===== src/rtl/vu_vmu_pkg.sv =====
// Shared VMU types: memory access type encodings and reorder-queue limits.
package vu_vmu_pkg;

  typedef enum logic [2:0] {
    MT_B  = 3'b000,
    MT_H  = 3'b001,
    MT_W  = 3'b010,
    MT_D  = 3'b011,
    MT_BU = 3'b100,
    MT_HU = 3'b101,
    MT_WU = 3'b110
  } mem_typ_e;

  localparam int unsigned ROQ_DEPTH_MAX = 256;

endpackage


===== src/rtl/vu_vmu_load_align.sv =====
// Combinational load alignment: shift a 64b D$ word right by the byte offset, then sign/zero extend per access type.
module vu_vmu_load_align
  import vu_vmu_pkg::*;
#(
  parameter int unsigned DATA_W = 64
) (
  input  logic [DATA_W-1:0] data_i,
  input  logic [2:0]        lsb_i,
  input  mem_typ_e          typ_i,
  output logic [DATA_W-1:0] data_o
);

  logic [DATA_W-1:0] shifted;

  assign shifted = data_i >> {lsb_i, 3'b000};

  always_comb begin
    data_o = shifted;
    case (typ_i)
      MT_B:    data_o = {{(DATA_W-8){shifted[7]}},   shifted[7:0]};
      MT_H:    data_o = {{(DATA_W-16){shifted[15]}}, shifted[15:0]};
      MT_W:    data_o = {{(DATA_W-32){shifted[31]}}, shifted[31:0]};
      MT_BU:   data_o = {{(DATA_W-8){1'b0}},         shifted[7:0]};
      MT_HU:   data_o = {{(DATA_W-16){1'b0}},        shifted[15:0]};
      MT_WU:   data_o = {{(DATA_W-32){1'b0}},        shifted[31:0]};
      default: data_o = shifted;
    endcase
  end

endmodule


===== src/rtl/vu_vmu_roq_align.sv =====
// VMU load reorder queue: in-order tag allocation, out-of-order aligned fills, in-order dequeue.
// Optional ROQ_BYPASS_EN: a legal response to an empty head is forwarded to the dequeue port the same cycle.
module vu_vmu_roq_align
  import vu_vmu_pkg::*;
#(
  parameter int unsigned DATA_W = 64,
  parameter int unsigned DEPTH  = 16,
  parameter int unsigned TAG_W  = 4
) (
  input  logic              clk,
  input  logic              reset,
  output logic [TAG_W-1:0]  tag_deq_bits,
  output logic              tag_deq_val,
  input  logic              tag_deq_rdy,
  input  logic [2:0]        tag_deq_typ,
  input  logic              resp_val,
  input  logic [TAG_W-1:0]  resp_tag,
  input  logic [2:0]        resp_lsb,
  input  logic [DATA_W-1:0] resp_data,
  output logic [DATA_W-1:0] data_deq_bits,
  output logic              data_deq_val,
  input  logic              data_deq_rdy,
  output logic [TAG_W:0]    count,
  output logic              resp_err
);

  logic [TAG_W:0]    head_q, head_d;
  logic [TAG_W:0]    tail_q, tail_d;
  logic [DEPTH-1:0]  valid_q, valid_d;
  logic              err_q, err_d;
  logic [DATA_W-1:0] data_q [DEPTH];
  mem_typ_e          typ_q  [DEPTH];

  logic [TAG_W-1:0]  head_idx, tail_idx, resp_off;
  logic              full, alloc, deq;
  logic              resp_alloc, resp_legal, resp_wr, bypass;
  logic [DATA_W-1:0] resp_aligned;

  assign head_idx = head_q[TAG_W-1:0];
  assign tail_idx = tail_q[TAG_W-1:0];
  assign count    = tail_q - head_q;
  assign full     = (head_idx == tail_idx) && (head_q[TAG_W] != tail_q[TAG_W]);

  assign tag_deq_val  = !full;
  assign tag_deq_bits = tail_idx;
  assign alloc        = tag_deq_val & tag_deq_rdy;

  // A tag is allocated iff its distance from head (mod DEPTH) is below the occupancy.
  assign resp_off   = resp_tag - head_idx;
  assign resp_alloc = {1'b0, resp_off} < count;
  assign resp_legal = resp_val & resp_alloc & ~valid_q[resp_tag];

  vu_vmu_load_align #(
    .DATA_W (DATA_W)
  ) u_align (
    .data_i (resp_data),
    .lsb_i  (resp_lsb),
    .typ_i  (typ_q[resp_tag]),
    .data_o (resp_aligned)
  );

`ifdef ROQ_BYPASS_EN
  assign bypass = resp_legal && (resp_tag == head_idx);
`else
  assign bypass = 1'b0;
`endif

  assign data_deq_val  = valid_q[head_idx] | bypass;
  assign data_deq_bits = bypass ? resp_aligned : data_q[head_idx];
  assign deq           = data_deq_val & data_deq_rdy;
  // A bypassed entry that is popped immediately is never marked valid.
  assign resp_wr       = resp_legal & ~(bypass & data_deq_rdy);

  always_comb begin
    head_d  = head_q + {{TAG_W{1'b0}}, deq};
    tail_d  = tail_q + {{TAG_W{1'b0}}, alloc};
    err_d   = err_q | (resp_val & ~resp_legal);
    valid_d = valid_q;
    if (deq)     valid_d[head_idx] = 1'b0;
    if (resp_wr) valid_d[resp_tag] = 1'b1;
    if (alloc)   valid_d[tail_idx] = 1'b0;
  end

  always_ff @(posedge clk or negedge reset) begin
    if (!reset) begin
      head_q  <= '0;
      tail_q  <= '0;
      valid_q <= '0;
      err_q   <= 1'b0;
    end else begin
      head_q  <= head_d;
      tail_q  <= tail_d;
      valid_q <= valid_d;
      err_q   <= err_d;
    end
  end

  always_ff @(posedge clk or negedge reset) begin
    if (!reset) begin
      for (int unsigned i = 0; i < DEPTH; i++) begin
        data_q[i] <= '0;
        typ_q[i]  <= MT_B;
      end
    end else begin
      if (alloc)   typ_q[tail_idx]  <= mem_typ_e'(tag_deq_typ);
      if (resp_wr) data_q[resp_tag] <= resp_aligned;
    end
  end

  assign resp_err = err_q;

endmodule


===== config.mk =====
export PLATFORM = sky130hd
export DESIGN_NAME = vu_vmu_roq_align
export DESIGN_NICKNAME = d
export VERILOG_FILES = /design/src/rtl/vu_vmu_pkg.sv /design/src/rtl/vu_vmu_load_align.sv /design/src/rtl/vu_vmu_roq_align.sv
export SDC_FILE = /design/constraint.sdc
export NUM_CORES = 2
export LEC_CHECK = 0
export BUFFER_PORTS_ARGS = -buffer_cell sky130_fd_sc_hd__buf_2
export CAP_MARGIN = 40
export CORE_UTILIZATION = 30
export CTS_BUF_LIST = sky130_fd_sc_hd__clkbuf_16
export CTS_CLUSTER_SIZE = 30
export DETAILED_ROUTE_END_ITERATION = 10
export PLACE_DENSITY_LB_ADDON = 0.12
export SYNTH_ARGS = -nofsm -noshare
export SYNTH_HDL_FRONTEND = slang
export SYNTH_HIERARCHICAL = 1
export SYNTH_SLANG_ARGS = --single-unit
export TNS_END_PERCENT = 100

===== constraint.sdc =====
create_clock -name clk -period 5 [get_ports clk]
set_input_delay 0.25 -clock clk [delete_from_list [all_inputs] [get_ports clk]]
set_output_delay 0.25 -clock clk [all_outputs]
set_load 0.01 [all_outputs]

==> flow_summary.json <==
{
  "ys_types": 53,
  "grt_pass1_vias": 33300,
  "synth_edf_count": 0,
  "yosys_warnings": 6,
  "max_freq_ghz": 0.225,
  "clkTransAtPathRegs_ns": 0.06,
  "swShare_pct": 33.9,
  "synth_cells": 3237,
  "p_per_area_mw_per_mm2": 656,
  "synth_area_mm2": 0.0521,
  "vias_per_cell": 5.18,
  "cp-end-kind": "output port",
  "total_power_w": 0.0391,
  "ys_seq_area_share_pct": 52.8,
  "cts_max_level": 4,
  "synth_nets": 3332,
  "synth-main-ff-cell": "dfrtp_1",
  "setup_violations": 0,
  "grt_max_degree": 189,
  "hold_path_class": "in2async",
  "power.leakage_nw": 26.9,
  "min_period_over_period_pct": 88.9,
  "p_switching_w": 0.0132,
  "root_buffer": "clkbuf_16",
  "pwr-share-seq_pct": 37.6,
  "clk_path_buf_depth": 3,
  "drc": 0,
  "portBuffers": 154,
  "grt_overflow": 0,
  "period_minus_slack_ns": 4.44,
  "avgRoutedWirePerCell_um": 27.8,
  "rsz0062_at_grt": "false",
  "worstMarginPinSlew_ns": 1.21,
  "die_w_um": 419,
  "die_area_mm2": 0.175,
  "power.internal_w": 0.0259,
  "ir_drop_uv": 420,
  "status": "completed",
  "vias": 29700,
  "ios": 155,
  "grt_pass1_wl_mm": 238,
  "first_pass_iters": 6,
  "drt_iter0_markers": 1616,
  "pwr-share-comb_pct": 38.5,
  "drtAntennaViolNets": 0,
  "slew_violations": 0,
  "start_util_pct": 30.3,
  "synth_seq_cells": 1099,
  "slew_headroom_pct": 19.1,
  "cts_buffers": 132,
  "drv_cap": 0,
  "synthArstFlopShare_pct": 100,
  "nets": 3410,
  "finalClockSkew_ns": 0.0223,
  "cts_tree": "built",
  "cts_hold_buf": 7,
  "grt.total_usage_pct": 18.6,
  "critPathMaxFanout": 92,
  "ctsResizeCount": 0,
  "synth.area.top_cells": "dfrtp_1 (53%), mux2_2 (19%), mux4_2 (16%)",
  "required_ns": 4.75,
  "hpwl_mm": 95.8,
  "pwr-share-clk_pct": 23.9,
  "antenna_found_initial": 15,
  "die_h_um": 419,
  "area_growth_pct": 14.4,
  "start_kind": "register",
  "crit_start": "head_q[0]$_DFF_PN0_",
  "cts.sinks": 1099,
  "setup-tns-final_ns": 0,
  "place_congestion": 0.789,
  "final_common_cell": "dfrtp_1",
  "synth_top_area_share_pct": 52.8,
  "clk_latency_ns": 0.77,
  "arrival_ns": 4.19,
  "avgSynthCellArea_um2": 16.1,
  "worstReg2RegStart": "tail_q[0]$_DFF_PN0_",
  "critPathKind": "reg2out",
  "hold_viol_final": 0,
  "layout-drive-gt1-share_pct": 49.5,
  "layout_common_cells": "dfrtp_1 (1096), mux2_2 (883), mux4_2 (374), mux2_1 (196), buf_2 (151)",
  "num_rows": 152,
  "coreArea_mm2": 0.172,
  "yosysTopAreaCell": "dfrtp_1",
  "post_cts_buffers": 0,
  "totalWireLength_mm": 160
}
-- cell type report --
type	count	area [um^2]
antenna	11	27.5
clock buffer	136	3400
clock inverter	99	771
fill	16300	112000
inverter	19	76.3
multi-input combinational	1817	23000
sequential	1099	27500
tap	2310	2890
timing repair buffer	246	1970
-- power by group through the flow --
stage / Sequential, W / Combinational, W / Clock [W]
final: 0.0147 / 0.0150 / 0.00935
after global routing: 0.0152 / 0.0162 / 0.0100
after CTS: 0.0147 / 0.0154 / 0.00965
after detailed placement: 0.0149 / 0.0154 / 0
after global placement: 0.0145 / 0.0149 / 0
after floorplan: 0.0141 / 0.0108 / 0
-- layer usage --
| metal | vias to the layer above | wire length, um | global-route usage (%) |
|---|---|---|---|
| met1 | 16600 | 67200 | 23.3 |
| met2 | 489 | 82700 | 32.3 |
| li1 | 12400 | - | - |
| met5 | - | 0 | 0 |
| met4 | 0 | 5250 | 7.31 |
| met3 | 217 | 4420 | 2.54 |
-- synthesized netlist by cell type (10+ instances only) --
library cell,count
dfrtp_1,1099
mux2_2,883
mux4_2,374
mux2_1,196
clkbuf_1,131
buf_2,89
nand2_1,69
nand4_1,41
mux2i_1,38
buf_4,36
o21ai_0,34
nand3_1,29
buf_6,26
buf_1,20
inv_1,17
nor2_1,17
ha_1,14
nor2b_1,13
a21boi_0,11
and3_1,11
o21a_1,10
-- critical path, stage by stage, from the launching register on --
cell     delay [ns]
dfrtp_4        0.54
buf_12         0.59
buf_12         0.69
mux4_2         0.68
mux4_2         0.53
buf_2          0.18
-- kinds of logic (layout without fill, tap and decap cells) --
| group | after synthesis | after routing | share of synthesized area (%) |
|---|---|---|---|
| buffers and inverters | 321 | 500 | 3.16 |
| XOR/XNOR | 13 | 13 | 0.218 |
| multiplexers | 1491 | 1491 | 40.2 |
| adder cells (fa/ha/maj) | 16 | 16 | 0.413 |
| AND/OR/NAND/NOR | 211 | 211 | 2.15 |
| AO/OA/AOI/OAI | 86 | 86 | 1.12 |
| flip-flops | 1099 | 1099 | 52.8 |
| other | 0 | 11 | 0 |
-- state kept, by name (all words and copies together) (netlist names) --
name / flops
valid_q: 16
tail_q: 5
data_q: 1024
head_q: 5
resp_err: 1
typ_q: 48
-- per-stage QoR --
step           area (um^2)  hold WS (ns)  utilization, %  std cells  setup slack, ns
2_1_floorplan        52100       -0.0456               -       3237             1.34
4_1_cts              59600        0.0256            34.6       5726            0.341
3_5_place_dp         55400         0.296            32.2       5484            0.719
3_3_place_gp         55300         0.282            32.1       5478            0.706
5_1_grt              59700        0.0983            34.7       5735            0.246
6_report             59700        0.0405            34.7       5737            0.556
-- final timing paths --
path	to	slack, ns	depth (start not counted)
setup / recovery	data_deq_bits[31]	0.56	5
hold / removal	typ_q[2]$_DFFE_PN0P_	0.04	2
setup reg to reg	data_q[97]$_DFFE_PN0P_	1.04	12
hold reg to reg	data_q[541]$_DFFE_PN0P_	0.48	1
max in group asynchronous	data_q[794]$_DFFE_PN0P_	3.20	3
min in group clk	resp_err$_DFF_PN0_	0.09	3
Power figures use the tool's default switching activity.
